**config.mk**
```make
export PLATFORM = sky130hd
export DESIGN_NAME = uart_tx
export DESIGN_NICKNAME = d
export VERILOG_FILES = /design/src/rtl/uart_pkg.sv /design/src/rtl/uart_baud_counter.sv /design/src/rtl/uart_tx.sv
export SDC_FILE = /design/constraint.sdc
export NUM_CORES = 1
export LEC_CHECK = 0
export BUFFER_PORTS_ARGS = -buffer_cell sky130_fd_sc_hd__buf_2
export CORE_MARGIN = 3
export CORE_UTILIZATION = 38
export DETAILED_ROUTE_END_ITERATION = 10
export PLACE_DENSITY = 0.56
export SYNTH_ARGS = -nofsm -noshare
export SYNTH_HDL_FRONTEND = slang
export SYNTH_SLANG_ARGS = --single-unit
```
**constraint.sdc**
```tcl
create_clock -name i_clk -period 2.45 [get_ports i_clk]
set_clock_uncertainty 0.05 [all_clocks]
set_input_delay 0.1225 -clock i_clk [delete_from_list [all_inputs] [get_ports i_clk]]
set_output_delay 0.1225 -clock i_clk [all_outputs]
set_load 0.01 [all_outputs]
```
**src/rtl/uart_pkg.sv**
```systemverilog
// UART shared definitions: FSM encoding and default line timing.
// Used by both the transmitter and the receiver.
package uart_pkg;

  typedef enum logic [1:0] {
    IDLE  = 2'd0,
    START = 2'd1,
    DATA  = 2'd2,
    STOP  = 2'd3
  } uart_state_t;

  localparam int CLK_FREQUENCY_MHZ = 27;
  localparam int BAUD_RATE         = 115_200;

  function automatic int cycles_per_bit(
    input int f_mhz,
    input int baud
  );
    return (f_mhz * 1_000_000) / baud;
  endfunction

endpackage

```
**src/rtl/uart_baud_counter.sv**
```systemverilog
// Bit-period counter: counts 0..CYCLES-1 and pulses bit_tick on the last
// cycle of each bit; i_restart holds it at zero.
module uart_baud_counter #(
  parameter int CYCLES = 234,
  localparam int CW = (CYCLES > 1) ? $clog2(CYCLES) : 1
) (
  input  logic          i_clk,
  input  logic          i_rst_n,
  input  logic          i_restart,
  output logic [CW-1:0] o_count,
  output logic          o_bit_tick
);

  localparam logic [CW-1:0] LAST = CW'(CYCLES - 1);

  logic [CW-1:0] count;

  assign o_count    = count;
  assign o_bit_tick = !i_restart && (count == LAST);

  always_ff @(posedge i_clk or negedge i_rst_n) begin
    if (!i_rst_n) begin
      count <= '0;
    end else if (i_restart || o_bit_tick) begin
      count <= '0;
    end else begin
      count <= count + 1'b1;
    end
  end

endmodule

```
**src/rtl/uart_tx.sv**
```systemverilog
// UART 8N1 transmitter with a one-byte holding register in front of the
// shift register, so the next byte can be queued during a frame.
module uart_tx
  import uart_pkg::*;
#(
  parameter int clk_frequency = CLK_FREQUENCY_MHZ,
  parameter int baud_rate     = BAUD_RATE
) (
  input  logic       i_clk,
  input  logic       i_rst_n,
  input  logic       i_valid,
  input  logic [7:0] i_data_byte,
  output logic       o_ready,
  output logic       o_data_bit,
  output logic       o_busy,
  output logic       o_done
);

  localparam int CPB = cycles_per_bit(clk_frequency, baud_rate);
  localparam int CW  = (CPB > 1) ? $clog2(CPB) : 1;
  localparam logic [CW-1:0] PRE_LAST = CW'(CPB - 2);

  uart_state_t   state;
  logic [7:0]    shift_reg;
  logic [2:0]    bit_idx;
  logic [7:0]    hold_reg;
  logic          hold_full;
  logic          data_bit;
  logic          busy;
  logic          done;
  logic [CW-1:0] count;
  logic          bit_tick;

  uart_baud_counter #(
    .CYCLES (CPB)
  ) u_baud (
    .i_clk      (i_clk),
    .i_rst_n    (i_rst_n),
    .i_restart  (state == IDLE),
    .o_count    (count),
    .o_bit_tick (bit_tick)
  );

  assign o_ready    = !hold_full;
  assign o_data_bit = data_bit;
  assign o_busy     = busy;
  assign o_done     = done;

  always_ff @(posedge i_clk or negedge i_rst_n) begin
    if (!i_rst_n) begin
      state     <= IDLE;
      shift_reg <= '0;
      bit_idx   <= '0;
      hold_reg  <= '0;
      hold_full <= 1'b0;
      data_bit  <= 1'b1;
      busy      <= 1'b0;
      done      <= 1'b0;
    end else begin
      // raised one cycle early so the pulse lands on the last stop cycle
      done <= (state == STOP) && (count == PRE_LAST);
      if (i_valid && !hold_full) begin
        hold_reg  <= i_data_byte;
        hold_full <= 1'b1;
      end
      unique case (state)
        IDLE: begin
          if (hold_full) begin
            shift_reg <= hold_reg;
            hold_full <= 1'b0;
            state     <= START;
            data_bit  <= 1'b0;
            busy      <= 1'b1;
          end
        end
        START: begin
          if (bit_tick) begin
            state    <= DATA;
            bit_idx  <= '0;
            data_bit <= shift_reg[0];
          end
        end
        DATA: begin
          if (bit_tick) begin
            if (bit_idx == 3'd7) begin
              state    <= STOP;
              data_bit <= 1'b1;
            end else begin
              bit_idx   <= bit_idx + 3'd1;
              data_bit  <= shift_reg[1];
              shift_reg <= {1'b0, shift_reg[7:1]};
            end
          end
        end
        STOP: begin
          if (bit_tick) begin
            if (hold_full) begin
              shift_reg <= hold_reg;
              hold_full <= 1'b0;
              state     <= START;
              data_bit  <= 1'b0;
            end else begin
              state <= IDLE;
              busy  <= 1'b0;
            end
          end
        end
        default: state <= IDLE;
      endcase
    end
  end

endmodule

```
==> impl_summary.log, run 1 <==
INFO  metric wl_per_cell = 13.0 um
INFO  metric synth.cell_area = about 1700 sq um
INFO  metric proportion_of_netlist_area_held_by_the_largest_area_contributor = between 40% and 50%
INFO  metric numCtsBuffers = 5
INFO  metric grt_max_degree = 34
INFO  metric p_leak = 0.000884 uW
INFO  metric critical_path.endpoint_type = flip-flop
INFO  metric synth.distinct_cells = 34
INFO  metric ys_ff_latch = 33
INFO  metric final.min_clock_period = between 2 and 2.5 ns
INFO  metric cts_repair_resize_count = 0
INFO  metric total_power = ~2400 uW
INFO  metric synth_warnings = 0
INFO  metric rows = 23
INFO  metric antenna_cells_inserted = 0
INFO  metric worst_slew_margin_rel = approximately 52%
INFO  metric total_die_area = 5300 sq um
INFO  metric synth-seq-area-share = 48.8%
INFO  metric weighted_congestion_reported_at_the_end_of_routability_driven_placement = 0.805
INFO  metric syn_to_final_growth = 14.3%
INFO  metric first_global_vias = 1142
INFO  metric ff2ff_setup_slack = around 0.38 ns
INFO  metric post_route_cells_drive_above_1_share = 31.3%
INFO  metric critPathKind = reg2reg
INFO  metric cts_num_sinks = 33
INFO  metric finalHoldViolations = 0
INFO  metric io_buffer_count = 14
INFO  metric final_net_count = 185
INFO  metric detailedPlacementHpwl = 2040 um
INFO  metric post-route-drc-count = 0
INFO  metric die_x = 72.8 um
INFO  metric synthCells = 146
INFO  metric mean_post_synth_cell_area = 11.6 sq um
INFO  metric number_of_synthesized_flops_with_an_enable_pin = 0
INFO  metric maxClockFrequency = 0.483 GHz
INFO  metric rsz0062_at_grt = no
INFO  metric clock-root-buffer = sky130_fd_sc_hd__clkbuf_8
INFO  metric dominantRegCellSynth = sky130_fd_sc_hd__dfrtp_1
INFO  metric synthesis.nets = 166
INFO  metric holdCritPathClass = in2reg
INFO  metric die_h = 72.8 um
INFO  metric dr_total_vias = roughly 1100
INFO  metric dr.pass1.iters = 4
INFO  metric grt-ovfl-total = 0
INFO  metric p_per_area = 1240 nW/um^2
INFO  metric setup.worst_path.start_class = flip-flop
INFO  metric postRouteAntennaNets = 0
INFO  metric finalCritPeriodShare = 84.4%
INFO  metric clock_tree.buffer_depth = 2
INFO  metric h-tree-depth = 2
INFO  metric critPathMaxFanout = 8
INFO  metric worstMarginPinSlew = ~0.7 ns
INFO  metric final_core_utilization = 46.7%
INFO  metric cap_violations = 0
INFO  metric insertion_delay = 0.28 ns
INFO  metric cts.clk_slew.worst_paths = ~0.070 ns
INFO  metric initial_standard_cell_utilization_of_the_core = around two fifths
INFO  metric placeableCoreArea = just over 4000 sq um
INFO  metric n_fill_cell = roughly 400
INFO  metric drt-initial-drc-count = 81
INFO  metric synth_area_leaders = sky130_fd_sc_hd__dfrtp_1 (47%), sky130_fd_sc_hd__mux2_2 (17%), sky130_fd_sc_hd__ha_1 (6.6%)
INFO  metric place.detailed.instances = 207
INFO  metric worst-endpoint-required = ~2.6 ns
INFO  metric synthArstFlopShare = 100%
INFO  metric fin_cells = 216
INFO  metric via_to_cell_ratio = 5.20
INFO  metric grt_pass1_wl = 5040 um
INFO  metric synth_top_area_cell = sky130_fd_sc_hd__dfrtp_1
INFO  metric number_of_antenna_violations_at_the_first_check_in_global_routing = 0
INFO  metric tns = 0 ns
INFO  metric finalMaxSlewViolations = 0
INFO  metric setup_viol_count_final = 0
INFO  metric critical_path_arrival = 2.19 ns
INFO  metric floorplan.io_pins = 15
INFO  metric wl = 2810 um
INFO  metric vdd_ir_drop_max = 0.455 mV
INFO  metric cts_tree = yes
INFO  metric status = finished, final reports clean
INFO  metric grt_util_all_layers = 12.5%
[what timing repair did]
action                    4_1_cts  5_1_grt
hold endpoints to repair       32        0
buffers inserted                0        0
hold buffers                    1        0
[Yosys cell counts, types with 2 or more instances]
| master | n |
|---|---|
| sky130_fd_sc_hd__dfrtp_1 | 32 |
| sky130_fd_sc_hd__mux2_2 | 25 |
| sky130_fd_sc_hd__nor2_1 | 11 |
| sky130_fd_sc_hd__ha_1 | 9 |
| sky130_fd_sc_hd__nand2_1 | 8 |
| sky130_fd_sc_hd__o21ai_0 | 7 |
| sky130_fd_sc_hd__inv_1 | 6 |
| sky130_fd_sc_hd__a21oi_1 | 4 |
| sky130_fd_sc_hd__nand2b_1 | 4 |
| sky130_fd_sc_hd__nand3_1 | 4 |
| sky130_fd_sc_hd__nor2b_1 | 4 |
| sky130_fd_sc_hd__xnor2_1 | 4 |
| sky130_fd_sc_hd__a22o_1 | 3 |
| sky130_fd_sc_hd__nor3_1 | 3 |
| sky130_fd_sc_hd__clkbuf_1 | 2 |
| sky130_fd_sc_hd__xor2_1 | 2 |
[logic make-up (layout without fill, tap and decap cells)]
| group | after synthesis | after routing | synth area share [%] |
|---|---|---|---|
| fa+ha+maj | 9 | 9 | 6.65 |
| flops | 33 | 33 | 48.8 |
| compound gates | 22 | 22 | 9.45 |
| buf+inv | 11 | 31 | 3.18 |
| simple gates | 40 | 40 | 12.2 |
| xor+xnor | 6 | 6 | 3.10 |
| mux | 25 | 25 | 16.6 |
[worst paths after layout]
path,cells after the start,endpoint,start
max,6,shift_reg[5],state[0]
max in group asynchronous,2,state[0],i_rst_n
min in group asynchronous,2,hold_full,i_rst_n
min reg2reg,1,shift_reg[2],shift_reg[2]
min,2,hold_reg[0],i_data_byte[0]
max reg2reg,6,shift_reg[5],state[0]
[per-layer routing]
layer	GRT usage, %	wire (um)	part of all wire, %	vias to the layer above
met1	15.6	1330	47	542
li1	-	-	-	549
met2	19.6	1270	45	26
met4	4.92	51	1.8	0
met5	0	0	0	-
met3	4.41	153	5.5	6
[placed cells by master, fill, tap and decap left out, types with 2 or more instances in the layout]
cell type,count
sky130_fd_sc_hd__a21oi_1,4
sky130_fd_sc_hd__a22o_1,3
sky130_fd_sc_hd__buf_2,14
sky130_fd_sc_hd__buf_4,2
sky130_fd_sc_hd__clkbuf_8,6
sky130_fd_sc_hd__dfrtp_1,32
sky130_fd_sc_hd__ha_1,9
sky130_fd_sc_hd__inv_1,6
sky130_fd_sc_hd__mux2_2,25
sky130_fd_sc_hd__nand2_1,8
sky130_fd_sc_hd__nand2b_1,4
sky130_fd_sc_hd__nand3_1,4
sky130_fd_sc_hd__nor2_1,11
sky130_fd_sc_hd__nor2b_1,4
sky130_fd_sc_hd__nor3_1,3
sky130_fd_sc_hd__o21ai_0,7
sky130_fd_sc_hd__xnor2_1,4
sky130_fd_sc_hd__xor2_1,2
[critical path, cell delays in order (launching register included)]
cell and delay, ns:
sky130_fd_sc_hd__dfrtp_1 0.42, sky130_fd_sc_hd__inv_1 0.12, sky130_fd_sc_hd__ha_1 0.30, sky130_fd_sc_hd__nor2b_1 0.09, sky130_fd_sc_hd__and3b_1 0.28, sky130_fd_sc_hd__o21ai_4 0.32
sky130_fd_sc_hd__mux2_2 0.38
[per-stage QoR]
stage | setup slack, ns | hold slack [ns] | instance area, sq um
6_report | 0.381 | 0.0179 | 1940
5_1_grt | 0.220 | 0.0127 | 1940
4_1_cts | 0.365 | 0.00391 | 1940
3_5_place_dp | 0.375 | 0.180 | 1810
3_3_place_gp | 0.462 | 0.174 | 1810
2_1_floorplan | 0.560 | -0.223 | 1690
[final cells by class]
cell class,count,area [sq um],share of cell area (%)
Clock inverter,1,30.0,1.55
Multi-Input combinational cell,102,813,42.0
Timing Repair Buffer,17,95.1,4.91
Inverter,6,22.5,1.16
Sequential cell,33,827,42.7
Clock buffer,7,86.3,4.46
Tap cell,50,62.6,3.23
[where the power goes]
| part | switching (uW) | total, uW | internal [uW] |
|---|---|---|---|
| registers | 145 | 904 | 758 |
| logic | 445 | 971 | 525 |
| clock network | 190 | 521 | 331 |
(Power assumes the default switching activity.)
==> run 2: changes to the inputs <==
==> constraint.sdc (replaced) <==
create_clock -name i_clk -period 2 [get_ports i_clk]
set_clock_uncertainty 0.05 [all_clocks]
set_input_delay 0.1 -clock i_clk [delete_from_list [all_inputs] [get_ports i_clk]]
set_output_delay 0.1 -clock i_clk [all_outputs]
set_load 0.01 [all_outputs]
==> impl_summary.log, run 2 (synthesis results as in run 1) <==
INFO  metric status = finished, final reports clean
INFO  metric grt_pass1_wl = 5220 um (+3.6%)
INFO  metric critPathMaxFanout = 8 (unchanged)
INFO  metric antenna_cells_inserted = 0 (unchanged)
INFO  metric clock_tree.buffer_depth = 2 (unchanged)
INFO  metric placeableCoreArea = 4140 sq um (unchanged)
INFO  metric numCtsBuffers = 5 (unchanged)
INFO  metric cap_violations = 0 (unchanged)
INFO  metric worst_slew_margin_rel = 51.8% (-0.40 points)
INFO  metric hp-start = i_data_byte[4]
INFO  metric syn_to_final_growth = 18.3%
INFO  metric drt-initial-drc-count = 81 (unchanged)
INFO  metric met2_wirelength = 1380 um (+8.7%)
INFO  metric power_frac_comb = 45.5% (+5.0 points)
INFO  metric insertion_delay = 0.28 ns (about the same)
INFO  metric io_buffer_count = 14 (unchanged)
INFO  metric rsz0062_at_grt = no
INFO  metric worst_hold_path.endpoint = hold_reg[4]
INFO  metric wl = 3020 um (+7.5%)
INFO  metric post-cts-setup-buffers = 0 (unchanged)
INFO  metric post_route_m1_wl = 1420 um (+6.6%)
INFO  metric grt-ovfl-total = 0 (unchanged)
INFO  metric cts.clk_slew.worst_paths = 0.06 ns (about the same)
INFO  metric worstMarginPinSlew = 0.722 ns (+0.00603 ns)
INFO  metric p_leak = 0.000918 uW (+3.9%)
INFO  metric grt_util_all_layers = 13.0% (+0.58 points)
INFO  metric detailedPlacementHpwl = 2170 um (+6.8%)
INFO  metric highest-signal-layer = met4
INFO  metric final.min_clock_period = 1.87 ns (-0.202 ns)
INFO  metric total_die_area = 5300 sq um (unchanged)
INFO  metric via_to_cell_ratio = 4.98 (-4.3%)
INFO  metric worst-endpoint-required = 2.11 ns (-0.46 ns)
INFO  metric sequentialPowerShare = 38.0% (+0.3 points)
INFO  metric wl_per_cell = 13.3 um (+2.3%)
INFO  metric critical_path_arrival = 1.98 ns (-0.21 ns)
INFO  metric fin_cells = 227 (+5.1%)
INFO  metric tns = 0 ns (unchanged)
INFO  metric switching_power = 982 uW (+26%)
INFO  metric post_route_cells_drive_above_1_share = 32.8% (+1.4 points)
INFO  metric p_per_area = 1420 nW/um^2 (+15%)
INFO  metric finalMaxSlewViolations = 0 (unchanged)
INFO  metric ff2ff_setup_slack = 0.13 ns (-0.25 ns)
INFO  metric maxClockFrequency = 0.536 GHz (+11%)
INFO  metric finalHoldViolations = 0 (unchanged)
INFO  metric r2r-end = shift_reg[2]
INFO  metric worstHoldPathCells = 2 (unchanged)
INFO  metric grt_max_degree = 34 (unchanged)
INFO  metric crit-reg2reg-launch = u_baud.o_count[1]
INFO  metric place.detailed.instances = 211 (+1.9%)
INFO  metric critical_path.endpoint_type = flip-flop
INFO  metric dr.pass1.iters = 4 (unchanged)
INFO  metric rows = 23 (unchanged)
INFO  metric die_x = 72.8 um (unchanged)
INFO  metric first_global_vias = 1164 (+1.9%)
INFO  metric clock-root-buffer = sky130_fd_sc_hd__clkbuf_8
INFO  metric postRouteAntennaNets = 0 (unchanged)
INFO  metric leading_cell_types_in_the_layout_fill_and_taps_excluded = sky130_fd_sc_hd__dfrtp_1 (32), sky130_fd_sc_hd__mux2_2 (25), sky130_fd_sc_hd__buf_2 (14), sky130_fd_sc_hd__nor2_1 (11), sky130_fd_sc_hd__ha_1 (9)
INFO  metric holdCritPathClass = in2reg
INFO  metric switching_share = 34.5% (+1.9 points)
INFO  metric finalCritPeriodShare = 93.3% (+8.9 points)
INFO  metric dr_total_vias = 1130 (+0.62%)
INFO  metric initial_standard_cell_utilization_of_the_core = 40.9% (unchanged)
INFO  metric die_h = 72.8 um (unchanged)
INFO  metric final_net_count = 196 (+5.9%)
INFO  metric cts_tree = yes
INFO  metric cts_num_sinks = 33 (unchanged)
INFO  metric post-route-drc-count = 0 (unchanged)
INFO  metric critPathKind = reg2reg
INFO  metric floorplan.io_pins = 15 (unchanged)
INFO  metric clkPwrFrac = 16.5% (-5.3 points)
INFO  metric setup_viol_count_final = 0 (unchanged)
INFO  metric n_fill_cell = 397 (-1.5%)
INFO  metric ff2ff_path_depth = 6 (unchanged)
INFO  metric weighted_congestion_reported_at_the_end_of_routability_driven_placement = 0.772 (-4.1%)
INFO  metric power_report.internal_total = 1860 uW (+15%)
INFO  metric mostFrequentLayoutCell = sky130_fd_sc_hd__dfrtp_1
INFO  metric vdd_ir_drop_max = 0.596 mV (+31%)
INFO  metric h-tree-depth = 2 (unchanged)
INFO  metric dr_wl_met3 = 115 um (-25%)
INFO  metric setup.worst_path.start_class = flip-flop
INFO  metric number_of_antenna_violations_at_the_first_check_in_global_routing = 0 (unchanged)
## run 2: changes by cell type in the layout (fill, tap and decap cells not counted)
cell                            previous run  this run
sky130_fd_sc_hd__and3b_1                   1         0
sky130_fd_sc_hd__and3b_2                   0         1
sky130_fd_sc_hd__buf_4                     2         6
sky130_fd_sc_hd__bufinv_16                 1         0
sky130_fd_sc_hd__clkbuf_8                  6         5
sky130_fd_sc_hd__clkinv_2                  0         2
sky130_fd_sc_hd__dlygate4sd3_1             1         8
sky130_fd_sc_hd__inv_1                     6         5
sky130_fd_sc_hd__inv_2                     0         1
sky130_fd_sc_hd__o21ai_0                   7         6
sky130_fd_sc_hd__o21ai_1                   0         1
## run 2: area by class of cell
type | count | area, sq um | share of cell area, %
Clock buffer | 6 | 72.6 | 3.62
Sequential cell | 33 | 827 | 41.3
Tap cell | 50 | 62.6 | 3.12
Clock inverter | 2 | 10.0 | 0.499
Multi-Input combinational cell | 102 | 815 | 40.6
Timing Repair Buffer | 28 | 195 | 9.74
Inverter | 6 | 22.5 | 1.12
## run 2: power by group through the flow
stage	combinational (uW)	sequential (uW)	clock, uW
floorplan	1010	1060	0
global placement	1250	1080	0
detailed placement	1290	1100	0
CTS	1310	1090	503
global route	1440	1120	527
finish	1290	1080	470
## run 2: worst max-delay path by stage
stage,slack (ns),startpoint,endpoint
CTS,0.09,u_baud.o_count[1],shift_reg[2]
detailed placement,0.09,u_baud.o_count[1],shift_reg[5]
global placement,0.14,u_baud.o_count[1],shift_reg[6]
floorplan,0.11,state[0],shift_reg[0]
global route,0.008,u_baud.o_count[1],shift_reg[2]
finish,0.13,u_baud.o_count[1],shift_reg[2]
## run 2: worst max-delay path, cell delays in order, from the launching register on
cell	delay (ns)
sky130_fd_sc_hd__dfrtp_1	0.38
sky130_fd_sc_hd__inv_1	0.07
sky130_fd_sc_hd__ha_1	0.19
sky130_fd_sc_hd__nor2b_1	0.14
sky130_fd_sc_hd__and3b_2	0.26
sky130_fd_sc_hd__o21ai_4	0.28
sky130_fd_sc_hd__mux2_2	0.37
## run 2: timing repair
item / 4_1_cts / 5_1_grt
endpoints found under the hold margin: 39 / 0
gates resized for setup: 0 / 3
hold buffers: 8 / 0
endpoints found under the setup margin: 0 / 13
## run 2: metal layers
metal	vias to the layer above	GRT usage (%)
li1	564	-
met1	535	16.7
met2	21	19.5
met3	10	3.03
met4	0	8.81
met5	-	0
## run 2: per-stage QoR
step / setup WS, ns / instance area, sq um / utilization [%] / total power [uW] / hold WS (ns)
after floorplan: 0.110 / 1690 / - / 2070 / -0.246
after detailed placement: 0.0907 / 1840 / 44.4 / 2390 / 0.163
after global routing: 0.00782 / 2000 / 48.4 / 3090 / 0.00727
after global placement: 0.136 / 1840 / 44.4 / 2330 / 0.154
after CTS: 0.0872 / 2000 / 48.3 / 2900 / 0.00628
final: 0.133 / 2000 / 48.4 / 2850 / 0.0195
